## config.mk

```make
export PLATFORM = sky130hd
export DESIGN_NAME = main_mem_arbiter
export DESIGN_NICKNAME = d
export VERILOG_FILES = /design/src/rtl/main_mem_arbiter.sv
export SDC_FILE = /design/constraint.sdc
export NUM_CORES = 1
export LEC_CHECK = 0
export BUFFER_PORTS_ARGS = -buffer_cell sky130_fd_sc_hd__buf_2
export CORE_AREA = 10 10 116 118
export CTS_BUF_LIST = sky130_fd_sc_hd__clkbuf_8 sky130_fd_sc_hd__clkbuf_16
export DETAILED_ROUTE_END_ITERATION = 8
export DIE_AREA = 0 0 126 128
export GPL_TIMING_DRIVEN = 0
export PLACE_DENSITY_LB_ADDON = 0.05
export SLEW_MARGIN = 20
export SYNTH_ARGS = -nofsm -noshare
export SYNTH_HDL_FRONTEND = slang
export SYNTH_SLANG_ARGS = --single-unit
```

## constraint.sdc

```tcl
create_clock -name i_clk -period 1.85 [get_ports i_clk]
set_clock_uncertainty 0.15 [all_clocks]
set_input_delay 0.0925 -clock i_clk [delete_from_list [all_inputs] [get_ports i_clk]]
set_output_delay 0.0925 -clock i_clk [all_outputs]
set_load 0.03 [all_outputs]
```

## src/rtl/main_mem_arbiter.sv

```systemverilog
// Two-master Wishbone arbiter in front of the shared main-memory slave port.
// Round-robin grant with cycle lock, plus a watchdog that errors a master the slave never answers.
module main_mem_arbiter #(
  parameter int unsigned WB_DWIDTH = 32,
  parameter int unsigned WB_SWIDTH = 4,
  parameter int unsigned TIMEOUT   = 255
) (
  input  logic                 i_clk,
  input  logic                 i_rst,

  input  logic [31:0]          i_m0_adr,
  input  logic [WB_SWIDTH-1:0] i_m0_sel,
  input  logic                 i_m0_we,
  input  logic [WB_DWIDTH-1:0] i_m0_dat,
  input  logic                 i_m0_cyc,
  input  logic                 i_m0_stb,
  output logic [WB_DWIDTH-1:0] o_m0_dat,
  output logic                 o_m0_ack,
  output logic                 o_m0_err,

  input  logic [31:0]          i_m1_adr,
  input  logic [WB_SWIDTH-1:0] i_m1_sel,
  input  logic                 i_m1_we,
  input  logic [WB_DWIDTH-1:0] i_m1_dat,
  input  logic                 i_m1_cyc,
  input  logic                 i_m1_stb,
  output logic [WB_DWIDTH-1:0] o_m1_dat,
  output logic                 o_m1_ack,
  output logic                 o_m1_err,

  output logic [31:0]          o_s_adr,
  output logic [WB_SWIDTH-1:0] o_s_sel,
  output logic                 o_s_we,
  output logic [WB_DWIDTH-1:0] o_s_dat,
  output logic                 o_s_cyc,
  output logic                 o_s_stb,
  input  logic [WB_DWIDTH-1:0] i_s_dat,
  input  logic                 i_s_ack,
  input  logic                 i_s_err,

  output logic [1:0]           o_grant
);

  localparam logic [7:0] WdLimit = 8'(TIMEOUT);

  typedef enum logic [1:0] {
    StIdle,
    StGnt0,
    StGnt1,
    StDrain
  } state_e;

  state_e     state_q, state_d;
  logic       last_q, last_d;  // 1: m1 was granted last, so m0 wins a tie
  logic [7:0] wd_q, wd_d;

  logic gnt0, gnt1;
  logic req0, req1;
  logic own_cyc, drain_cyc;
  logic stall, wd_fire;

  assign gnt0 = (state_q == StGnt0);
  assign gnt1 = (state_q == StGnt1);
  assign req0 = i_m0_cyc & i_m0_stb;
  assign req1 = i_m1_cyc & i_m1_stb;

  assign own_cyc   = gnt1 ? i_m1_cyc : i_m0_cyc;
  assign drain_cyc = last_q ? i_m1_cyc : i_m0_cyc;

  // Slave strobe is only nonzero while granted, so a fire always belongs to the owner.
  assign stall   = o_s_stb & ~i_s_ack & ~i_s_err;
  assign wd_fire = stall & (wd_q == WdLimit);

  assign o_grant = {gnt1, gnt0};

  always_comb begin
    o_s_adr = '0;
    o_s_sel = '0;
    o_s_we  = 1'b0;
    o_s_dat = '0;
    o_s_cyc = 1'b0;
    o_s_stb = 1'b0;
    case (state_q)
      StGnt0: begin
        o_s_adr = i_m0_adr;
        o_s_sel = i_m0_sel;
        o_s_we  = i_m0_we;
        o_s_dat = i_m0_dat;
        o_s_cyc = i_m0_cyc;
        o_s_stb = i_m0_cyc & i_m0_stb;
      end
      StGnt1: begin
        o_s_adr = i_m1_adr;
        o_s_sel = i_m1_sel;
        o_s_we  = i_m1_we;
        o_s_dat = i_m1_dat;
        o_s_cyc = i_m1_cyc;
        o_s_stb = i_m1_cyc & i_m1_stb;
      end
      default: ;
    endcase
  end

  // A master that has dropped cyc has abandoned the access; late responses are discarded.
  assign o_m0_ack = gnt0 & i_m0_cyc & i_s_ack & ~i_s_err & ~i_rst;
  assign o_m0_err = gnt0 & i_m0_cyc & (i_s_err | wd_fire) & ~i_rst;
  assign o_m0_dat = gnt0 ? i_s_dat : '0;

  assign o_m1_ack = gnt1 & i_m1_cyc & i_s_ack & ~i_s_err & ~i_rst;
  assign o_m1_err = gnt1 & i_m1_cyc & (i_s_err | wd_fire) & ~i_rst;
  assign o_m1_dat = gnt1 ? i_s_dat : '0;

  always_comb begin
    state_d = state_q;
    last_d  = last_q;
    wd_d    = '0;
    case (state_q)
      StIdle: begin
        if (req0 && req1) begin
          state_d = last_q ? StGnt0 : StGnt1;
        end else if (req0) begin
          state_d = StGnt0;
        end else if (req1) begin
          state_d = StGnt1;
        end
      end
      StGnt0, StGnt1: begin
        if (!own_cyc) begin
          state_d = StIdle;
          last_d  = gnt1;
        end else if (wd_fire) begin
          // Pointer records the stuck master so DRAIN knows whose cyc to wait on.
          state_d = StDrain;
          last_d  = gnt1;
        end else if (stall) begin
          wd_d = wd_q + 8'd1;
        end
      end
      StDrain: begin
        if (!drain_cyc) begin
          state_d = StIdle;
        end
      end
      default: state_d = StIdle;
    endcase
  end

  always_ff @(posedge i_clk) begin
    if (i_rst) begin
      state_q <= StIdle;
      last_q  <= 1'b1;
      wd_q    <= '0;
    end else begin
      state_q <= state_d;
      last_q  <= last_d;
      wd_q    <= wd_d;
    end
  end

endmodule

```

; ---- After elaboration in Yosys (flattened, before gate mapping)
; Index checks and enable logic that the tools add are counted.
; W data, S select, Z words.
[word_totals]
register_bits = 11
in_bits = 178
output_inout_bits = 141
word_cells = 62
[classes]
add_sub_neg = 1
eq_ne = 8
muxes = 20
n_bitwise = 24
reduce_logical = 6
[op_table]
columns = op, count
row1 = $pmux W32 S2, 2
row2 = $mux W32, 2
row3 = $and A1 B1 Y1, 17
row4 = $mux W2, 7
row5 = $add A8 B1 Y8 const B, 1
row6 = $eq A8 B8 Y1 const B, 1
row7 = $pmux W4 S2, 1
row8 = $not A1 Y1, 6
row9 = $pmux W1 S2, 3
row10 = $pmux W2 S3, 1
row11 = $reduce_or A5 Y1, 1
row12 = $eq A2 B2 Y1 const B, 2
row13 = $mux W1, 4
row14 = $ne A4 B4 Y1 const B, 1
row15 = $ne A3 B3 Y1 const B, 1
row16 = $reduce_and A3 Y1, 1
row17 = $eq A2 B1 Y1 const B, 1
row18 = $logic_not A2 Y1, 1
row19 = $ne A2 B1 Y1 const B, 1
row20 = $ne A2 B2 Y1 const B, 1
row21 = $reduce_and A2 Y1, 1
row22 = $reduce_or A2 Y1, 1
row23 = $logic_and A1 B1 Y1, 1
row24 = $or A1 B1 Y1, 1

; ---- Logic depth before layout (Yosys ltp)
; Gate-level depths: netlist of run 1.
[logic_depth]
ltp_word = 8
mapped_depth = 8
ltp_nobuf = 6

; ---- Worst setup path before layout of run 1
; OpenSTA, ideal clock, no wires.
[synth_path]
path_type = register to output
from = register state_q[0]
to = output port o_m0_err
t_arrival_ps = 1930
setup_slack_ps = -323
stages_incl_launch_ff = 8
path_buffers = 1
path_cell_list = dfxtp_1 -> inv_1 -> ha_1 -> buf_4 -> nand4_2 -> a2111oi_4 -> o21bai_1 -> nor2_1
[synth_via]
elab_chain_cells = 8
word_cells_on_any_way = 10
cone_classes = eq/ne: 2 / mux: 1 / bitwise: 7
[synth_lines]
columns = element, line_no
row1 = start: declaration, 53  ; state_e state_q, state_d;
row2 = start signal: assignment, 150  ; state_q <= StIdle;
row3 = start signal: assignment, 154  ; state_q <= state_d;
row4 = $eq A2 B2 Y1 / $eq A2 B1 Y1 (equally long branches), "83, 62"
row5 = $pmux W1 S2, 83  ; case (state_q)
row6 = $and A1 B1 Y1 (2 in a row), 71  ; assign stall = o_s_stb & ~i_s_ack & ~i_s_err;
row7 = $and A1 B1 Y1, 72  ; assign wd_fire = stall & (wd_q == WdLimit);
row8 = $or A1 B1 Y1, 106  ; assign o_m0_err = gnt0 & i_m0_cyc & (i_s_err | wd_fire) & ~i_rst;
row9 = $and A1 B1 Y1 (*) (2 in a row), 106
row10 = end: declaration, 19  ; output logic o_m0_err,
; Every way passes the cells marked *; elsewhere a longest branch is shown, timed or not.

; ---- Worst setup path in the final report of run 1
[layout_path]
from = register state_q[0]
to = output port o_m1_err
[layout_via]
elab_chain_cells = 8
word_cells_on_any_way = 10
cone_classes = eq/ne: 2 / mux: 1 / bitwise: 7
[layout_lines]
columns = element, line_no
row1 = $eq A2 B2 Y1 / $eq A2 B1 Y1 (equally long branches), "63, 83"
row2 = $pmux W1 S2, 83
row3 = $and A1 B1 Y1 (2 in a row), 71
row4 = $and A1 B1 Y1, 72
row5 = $or A1 B1 Y1, 110  ; assign o_m1_err = gnt1 & i_m1_cyc & (i_s_err | wd_fire) & ~i_rst;
row6 = $and A1 B1 Y1 (*) (2 in a row), 110
row7 = end: declaration, 29  ; output logic o_m1_err,
; Marked as above.

==> results by group, run 1 <==
Clocking
  • CTS Sinks: 11
  • Cts hold-fix bufs: 0
  • Root Buffer: clkbuf_16
  • Bufs on Longest Clock Path: 2
  • CTS tree: yes
  • Clk_lat worst skew: 0.24 ns
  • Cts bufs inserted: 3
  • Clock-pin transition on the worst setup and hold timing paths: 0.04 ns
  • H-Tree Level Count: 1

STA
  • Fin Hold WS: 0.0438 ns
  • Tmin final: 2.11 ns
  • Slew headroom: 72.1%
  • Worst Max-Slew Pin Slew: 0.419 ns
  • Pins Over Slew Limit: 0
  • Final worst-path cycle share: 114%
  • Setup TNS: -14.67 ns
  • Unrepaired setup endpoints after global routing: yes
  • Peak Freq: 0.473 GHz
  • Finish-stage setup viols: 102
  • Fin worst setup slack: -0.263 ns
  • Final Hold Fails: 0

Setup path
  • CP endpoint kind: output pin
  • Critical Path RT: 1.61 ns
  • Cell family with most CP delay: compound AO/OA/AOI/OAI gates
  • Startpoint Class: register
  • Buf/Inv on CP: 2
  • Crit path kind: reg -> out
  • Crit path largest cell delay: 0.46 ns
  • Crit path max fanout: 4
  • Worst EP arrival: 1.87 ns
  • Slowest stage cell on the critical path: a2111oi_4
  • Critical Path, Cell by Cell: inv_4 > ha_4 > nand4_4 > a2111oi_4 > o21bai_4 > nor2_4 > buf_6

Finish
  • Layout Cells excl Fill: 824
  • Total area of sequential cells: 225 µm²
  • Layout cells sized above 1: 81.1%
  • Multi-input gate area in the final layout: 2730 µm²
  • # nets final: 864
  • Core Util, Final: 57.0%
  • Non-Filler Cell Area, Final: 6390 µm²
  • Fillers: 1034
  • Layout area overhead: 184%

Run
  • Max-cap viol count: 0

Die
  • Die ar.: 16100 µm²
  • Die H: 128 µm
  • Initial Util: 20.1%
  • IO Pins: 319
  • Site row count: 39
  • Die X-Extent: 126 µm
  • CORE AREA: 11200 µm²

Yosys
  • Synth cell types: 37
  • Synth Warn #: 0
  • Syn avg cell area: 7.05 µm²
  • Synth Register Bits: 11
  • Post-synth top area share: 23.0%
  • Mapped cell area: 2250 µm²
  • Number of enable flip-flop cells after synthesis: 0
  • Post-synth top flop: dfxtp_1
  • Post-synth ARST share: 0%
  • Largest cells by area after synthesis: a22oi_1 (23%), nor2b_1 (19%), and2_1 (18%)
  • Post-synth top cells: a22oi_1 (69), nor2b_1 (69), and2_1 (65), clkbuf_1 (20), nor2_1 (16)
  • Post-synth top area cell: a22oi_1
  • Post-Synthesis Cells: 320
  • Syn nets: 505
  • Sequential area share after synthesis: 9.77%

Power
  • Pwr/cell area: 1290 nW/µm²
  • Internal: 4.57 mW
  • Peak supply drop: 0.575 mV
  • Leak: 2.83 nW
  • Sw power: 3.65 mW
  • Seq pwr share: 3.6%
  • Clock Power Share: 4.8%
  • Logic gate share of total power: 91.6%
  • Sw Share: 44.4%

Routing
  • Via count: 3853
  • ANT nets after route: 0
  • DRT iter0 DRCs: 134
  • Mean routed wirelength per cell: 21.5 µm
  • Drt drc: 0
  • Vias per cell: 4.68
  • Drt first pass iters: 4
  • Total wire length: 17700 µm

Global route
  • Gr usage total: 19.5%
  • Initial antenna violation count: 4
  • Pin count of the biggest net entering global routing: 11
  • Grt total ovfl: 0
  • First-pass GRT wire length: 25400 µm
  • Vias in the first global route: 4246

Placed design
  • Port Buffer Count: 318
  • GP Congestion: 0.851
  • Placed Instances: 781
  • Placed Instance Area: 4240 µm²
  • DP HPWL: 13500 µm

Status
  • Outcome: finished, violations left
  • Failing checks: negative setup slack

Worst hold path
  • Hold/Removal Path Class: in -> reg
-- final cells by class --
type	instances	area share, %
inverter	3	0.254
sequential	11	3.52
tap	143	2.80
buffer	33	7.42
multi-input combinational	272	42.6
timing repair buffer	355	42.0
clock inverter	1	0.0587
clock buffer	3	1.17
antenna	3	0.117
-- repair_timing --
action / CTS / global route
endpoints found under the setup margin: 141 / 149
resized for setup: 360 / 143
endpoints found under the hold margin: 0 / 0
buffers inserted: 20 / 4
cloned: 11 / 3
pin swaps: 22 / 5
-- metrics by stage --
step	setup WS, ns	power (mW)
after CTS	-0.284	7.55
after detailed placement	-0.472	4.55
after global routing	-0.348	8.63
final	-0.263	8.22
after floorplan	-0.0574	3.31
after global placement	-0.459	4.54
-- cells by family after synthesis --
| logic type | count (synthesis) | share of synthesized area (%) |
|---|---|---|
| compound gates | 82 | 28.8 |
| buf+inv | 37 | 7.16 |
| simple gates | 173 | 45.8 |
| xor+xnor | 6 | 2.33 |
| fa+ha+maj | 7 | 3.88 |
| flops | 11 | 9.77 |
| mux | 4 | 2.28 |
-- sequential cells by signal, summed over array words and instances, names as in the netlist --
| register | flops |
|---|---|
| state_q | 2 |
| last_q | 1 |
| wd_q | 8 |
-- path summary, 6_finish.rpt --
check | from | end | slack, ns | depth (start not counted)
min | i_rst | last_q$_SDFFE_PP1P_ | 0.04 | 3
max reg2reg | state_q[0]$_SDFFE_PP0P_ | state_q[0]$_SDFFE_PP0P_ | -0.19 | 8
max | state_q[0]$_SDFFE_PP0P_ | o_m1_err | -0.26 | 7
min reg2reg | wd_q[0]$_SDFF_PP0_ | wd_q[0]$_SDFF_PP0_ | 0.31 | 1
-- layout by cell type (no fill, tap or decap), drive strengths merged, types with 3 or more instances in the layout --
| cell type | Yosys | routed |
|---|---|---|
| a21oi | 3 | 3 |
| a22oi | 69 | 69 |
| and2 | 65 | 65 |
| buf | 14 | 371 |
| clkbuf | 20 | 18 |
| dfxtp | 11 | 11 |
| diode | 0 | 3 |
| ha | 7 | 7 |
| inv | 3 | 4 |
| mux2 | 3 | 3 |
| nand2 | 10 | 10 |
| nand4 | 5 | 5 |
| nor2 | 16 | 16 |
| nor2b | 69 | 69 |
| xor2 | 5 | 5 |
-- routing by layer --
metal  up-vias  share of wire, %  track usage [%]  wire, µm
met5         -              0.11                0        20
met4         2               1.5             3.95       265
met3        18               7.7             6.91      1360
met2       173                55             37.2      9830
met1      1814                35             20.0      6250
li1       1846                 -                -         -
-- tightest hold or removal path: cells and delay by family --
kind	cells	cell delay, ns
buffers and inverters	1	0.16
AOI/OAI and AO/OA	1	0.08
and+or+nand+nor	1	0.06
-- power by group through the flow --
stage	clock, mW	combinational (mW)	sequential (mW)
2_1_floorplan	0	3.03	0.287
3_5_place_dp	0	4.25	0.293
4_1_cts	0.402	6.85	0.296
6_report	0.394	7.53	0.297
3_3_place_gp	0	4.25	0.293
5_1_grt	0.417	7.92	0.300
(Power assumes the default switching activity.)
==> run 2: changes to the inputs <==
--- a/config.mk
+++ b/config.mk
@@ -12,6 +12,7 @@
 export DIE_AREA = 0 0 126 128
 export GPL_TIMING_DRIVEN = 0
 export PLACE_DENSITY_LB_ADDON = 0.05
+export RECOVER_POWER = 100
 export SLEW_MARGIN = 20
 export SYNTH_ARGS = -nofsm -noshare
 export SYNTH_HDL_FRONTEND = slang
==> constraint.sdc (replaced) <==
create_clock -name i_clk -period 1.83 [get_ports i_clk]
set_clock_uncertainty 0.15 [all_clocks]
set_input_delay 0.0915 -clock i_clk [delete_from_list [all_inputs] [get_ports i_clk]]
set_output_delay 0.0915 -clock i_clk [all_outputs]
set_load 0.03 [all_outputs]
==> results by group, run 2 (synthesized netlist as in run 1, its figures left out) <==
Status
  • Outcome: finished, violations left
  • Failing checks: negative setup slack

Die
  • Die H: 128 µm (unchanged)
  • Die ar.: 16100 µm² (unchanged)
  • Die X-Extent: 126 µm (unchanged)
  • CORE AREA: 11200 µm² (unchanged)
  • IO Pins: 319 (unchanged)
  • Initial Util: 20.1% (unchanged)
  • Site row count: 39 (unchanged)

Run
  • Max-cap viol count: 0 (unchanged)

Finish
  • Layout Cells excl Fill: 843 (+2.3%)
  • Max FFs per register: 8 (unchanged)
  • Top reg by flops: wd_q
  • Layout area overhead: 209%
  • # nets final: 883 (+2.2%)
  • Layout cells sized above 1: 86.7% (+5.5 points)
  • Most common cell after layout, fill and taps aside: buf_2
  • Most frequent cells in the layout: buf_2 (179), buf_6 (139), a22oi_2 (57)
  • Fillers: 909 (-12%)
  • Top Registers: wd_q (8), state_q (2), last_q (1)

Power
  • Sw power: 3.90 mW (+6.8%)
  • Sw Share: 42.2% (-2.3 points)
  • Pwr/cell area: 1330 nW/µm² (+3.3%)
  • Clock Power Share: 4.3% (-0.5 points)
  • Seq pwr share: 3.2% (-0.4 points)
  • Leak: 3.06 nW (+8.2%)
  • Logic gate share of total power: 92.5% (+0.9 points)
  • Internal: 5.35 mW (+17%)
  • Peak supply drop: 0.749 mV (+30%)

Routing
  • Via count: 3952 (+2.6%)
  • Total wire length: 18400 µm (+3.7%)
  • ANT nets after route: 0 (unchanged)
  • Mean routed wirelength per cell: 21.8 µm (+1.4%)
  • Drt first pass iters: 4 (unchanged)
  • Drt drc: 0 (unchanged)
  • DRT iter0 DRCs: 73 (-46%)
  • Vias per cell: 4.69 (+0.26%)

Clocking
  • CTS Sinks: 11 (unchanged)
  • CTS tree: yes
  • Clk_lat worst skew: 0.24 ns (about the same)
  • Bufs on Longest Clock Path: 2 (unchanged)
  • Root Buffer: clkbuf_16
  • Cts hold-fix bufs: 0 (unchanged)
  • Clock-pin transition on the worst setup and hold timing paths: 0.04 ns (about the same)
  • H-Tree Level Count: 1 (unchanged)
  • Cts bufs inserted: 3 (unchanged)

Global route
  • Gr usage total: 19.5% (about the same)
  • Initial antenna violation count: 3 (-1)
  • Grt total ovfl: 0 (unchanged)
  • Vias in the first global route: 4268 (+0.52%)
  • First-pass GRT wire length: 25300 µm (-0.44%)
  • Pin count of the biggest net entering global routing: 11 (unchanged)

STA
  • Final Hold Fails: 0 (unchanged)
  • Slew headroom: 74.0% (+1.9 points)
  • Final worst-path cycle share: 116%
  • Fin Hold WS: 0.0383 ns (-0.00555 ns)
  • Worst Max-Slew Pin Slew: 0.390 ns (-0.0288 ns)
  • Tmin final: 2.12 ns
  • Finish-stage setup viols: 125 (+23%)
  • Fin worst setup slack: -0.292 ns (-0.0290 ns)
  • Unrepaired setup endpoints after global routing: yes
  • Peak Freq: 0.471 GHz
  • Pins Over Slew Limit: 0 (unchanged)

Setup path
  • Worst EP arrival: 1.88 ns (about the same)
  • Startpoint Class: register
  • R2R setup slack: -0.28 ns (-0.09 ns)
  • RR Endpoint: state_q[0]$_SDFFE_PP0P_
  • Reg2reg start: state_q[1]$_SDFFE_PP0P_
  • CP endpoint kind: output pin
  • R2r worst-path depth: 8 (unchanged)
  • Critical Path RT: 1.59 ns (-0.02 ns)
  • Crit path max fanout: 4 (unchanged)
  • Crit path kind: reg -> out

Placed design
  • DP HPWL: 13700 µm (+1.6%)
  • Pre-CTS setup slack: -0.515 ns (-0.0424 ns)
  • GP Congestion: 0.888 (+4.3%)
  • Port Buffer Count: 318 (unchanged)
  • Placed Instances: 781 (unchanged)

Worst hold path
  • Worst hold start: i_rst
  • Hold path cells: 3 (unchanged)
  • Worst Hold Path EP: last_q$_SDFFE_PP1P_
  • Hold/Removal Path Class: in -> reg
[run 2: what timing repair did]
item | CTS | global route
resized for setup | 391 | 167
endpoints found under the setup margin | 148 | 149
gates cloned | 12 | 6
setup buffers | 28 | 16
pin swaps | 23 | 20
[run 2: critical path, stage by stage, from the launching register on]
cell and delay [ns]:
dfxtp_4 0.36, inv_4 0.05, ha_4 0.29, nand4_4 0.10
a2111oi_4 0.48, o21bai_4 0.12, nor2_4 0.10, buf_6 0.13
[run 2: how the worst max path moves through the flow]
stage | startpoint | endpoint | slack (ns) | depth (start not counted)
6_report | state_q[1]$_SDFFE_PP0P_ | o_m0_err | -0.29 | 7
5_1_grt | state_q[0]$_SDFFE_PP0P_ | o_m0_err | -0.37 | 7
4_1_cts | state_q[1]$_SDFFE_PP0P_ | o_m0_err | -0.32 | 7
3_5_place_dp | state_q[0]$_SDFFE_PP0P_ | o_s_sel[0] | -0.51 | 7
3_3_place_gp | state_q[0]$_SDFFE_PP0P_ | o_s_dat[15] | -0.48 | 7
2_1_floorplan | state_q[0]$_SDFFE_PP0P_ | o_m0_err | -0.08 | 7
[run 2: metrics by stage]
stage / util, % / area [µm²] / power, mW / setup TNS [ns]
floorplan: - / 2650 / 3.71 / -2.02
global placement: 39.4 / 4420 / 4.95 / -32.66
detailed placement: 39.4 / 4420 / 4.97 / -38.01
CTS: 55.7 / 6260 / 8.31 / -12.98
global route: 62.0 / 6960 / 9.66 / -25.52
finish: 62.0 / 6960 / 9.25 / -19.70
[run 2: metal layers]
layer / global-route usage [%] / vias to the layer above / share of wire [%]
li1: - / 1888 / -
met2: 36.6 / 172 / 55
met3: 6.91 / 8 / 8.5
met4: 3.82 / 0 / 0.67
met5: 0 / - / 0
met1: 20.5 / 1884 / 35
[run 2: area by class of cell]
type | instances | area, µm² | share of cell area, %
timing repair buffer | 377 | 3110 | 44.7
tap | 143 | 179 | 2.57
sequential | 11 | 225 | 3.23
inverter | 3 | 16.3 | 0.234
buffer | 30 | 517 | 7.42
clock inverter | 1 | 5.00 | 0.0719
clock buffer | 3 | 75.1 | 1.08
multi-input combinational | 272 | 2830 | 40.6
antenna | 3 | 7.51 | 0.108
[run 2: power by group through the flow]
stage	Combinational [mW]	Sequential, mW	Clock (mW)
final	8.55	0.298	0.399
after global routing	8.94	0.302	0.421
after CTS	7.61	0.297	0.410
after detailed placement	4.67	0.297	0
after global placement	4.66	0.295	0
after floorplan	3.42	0.290	0
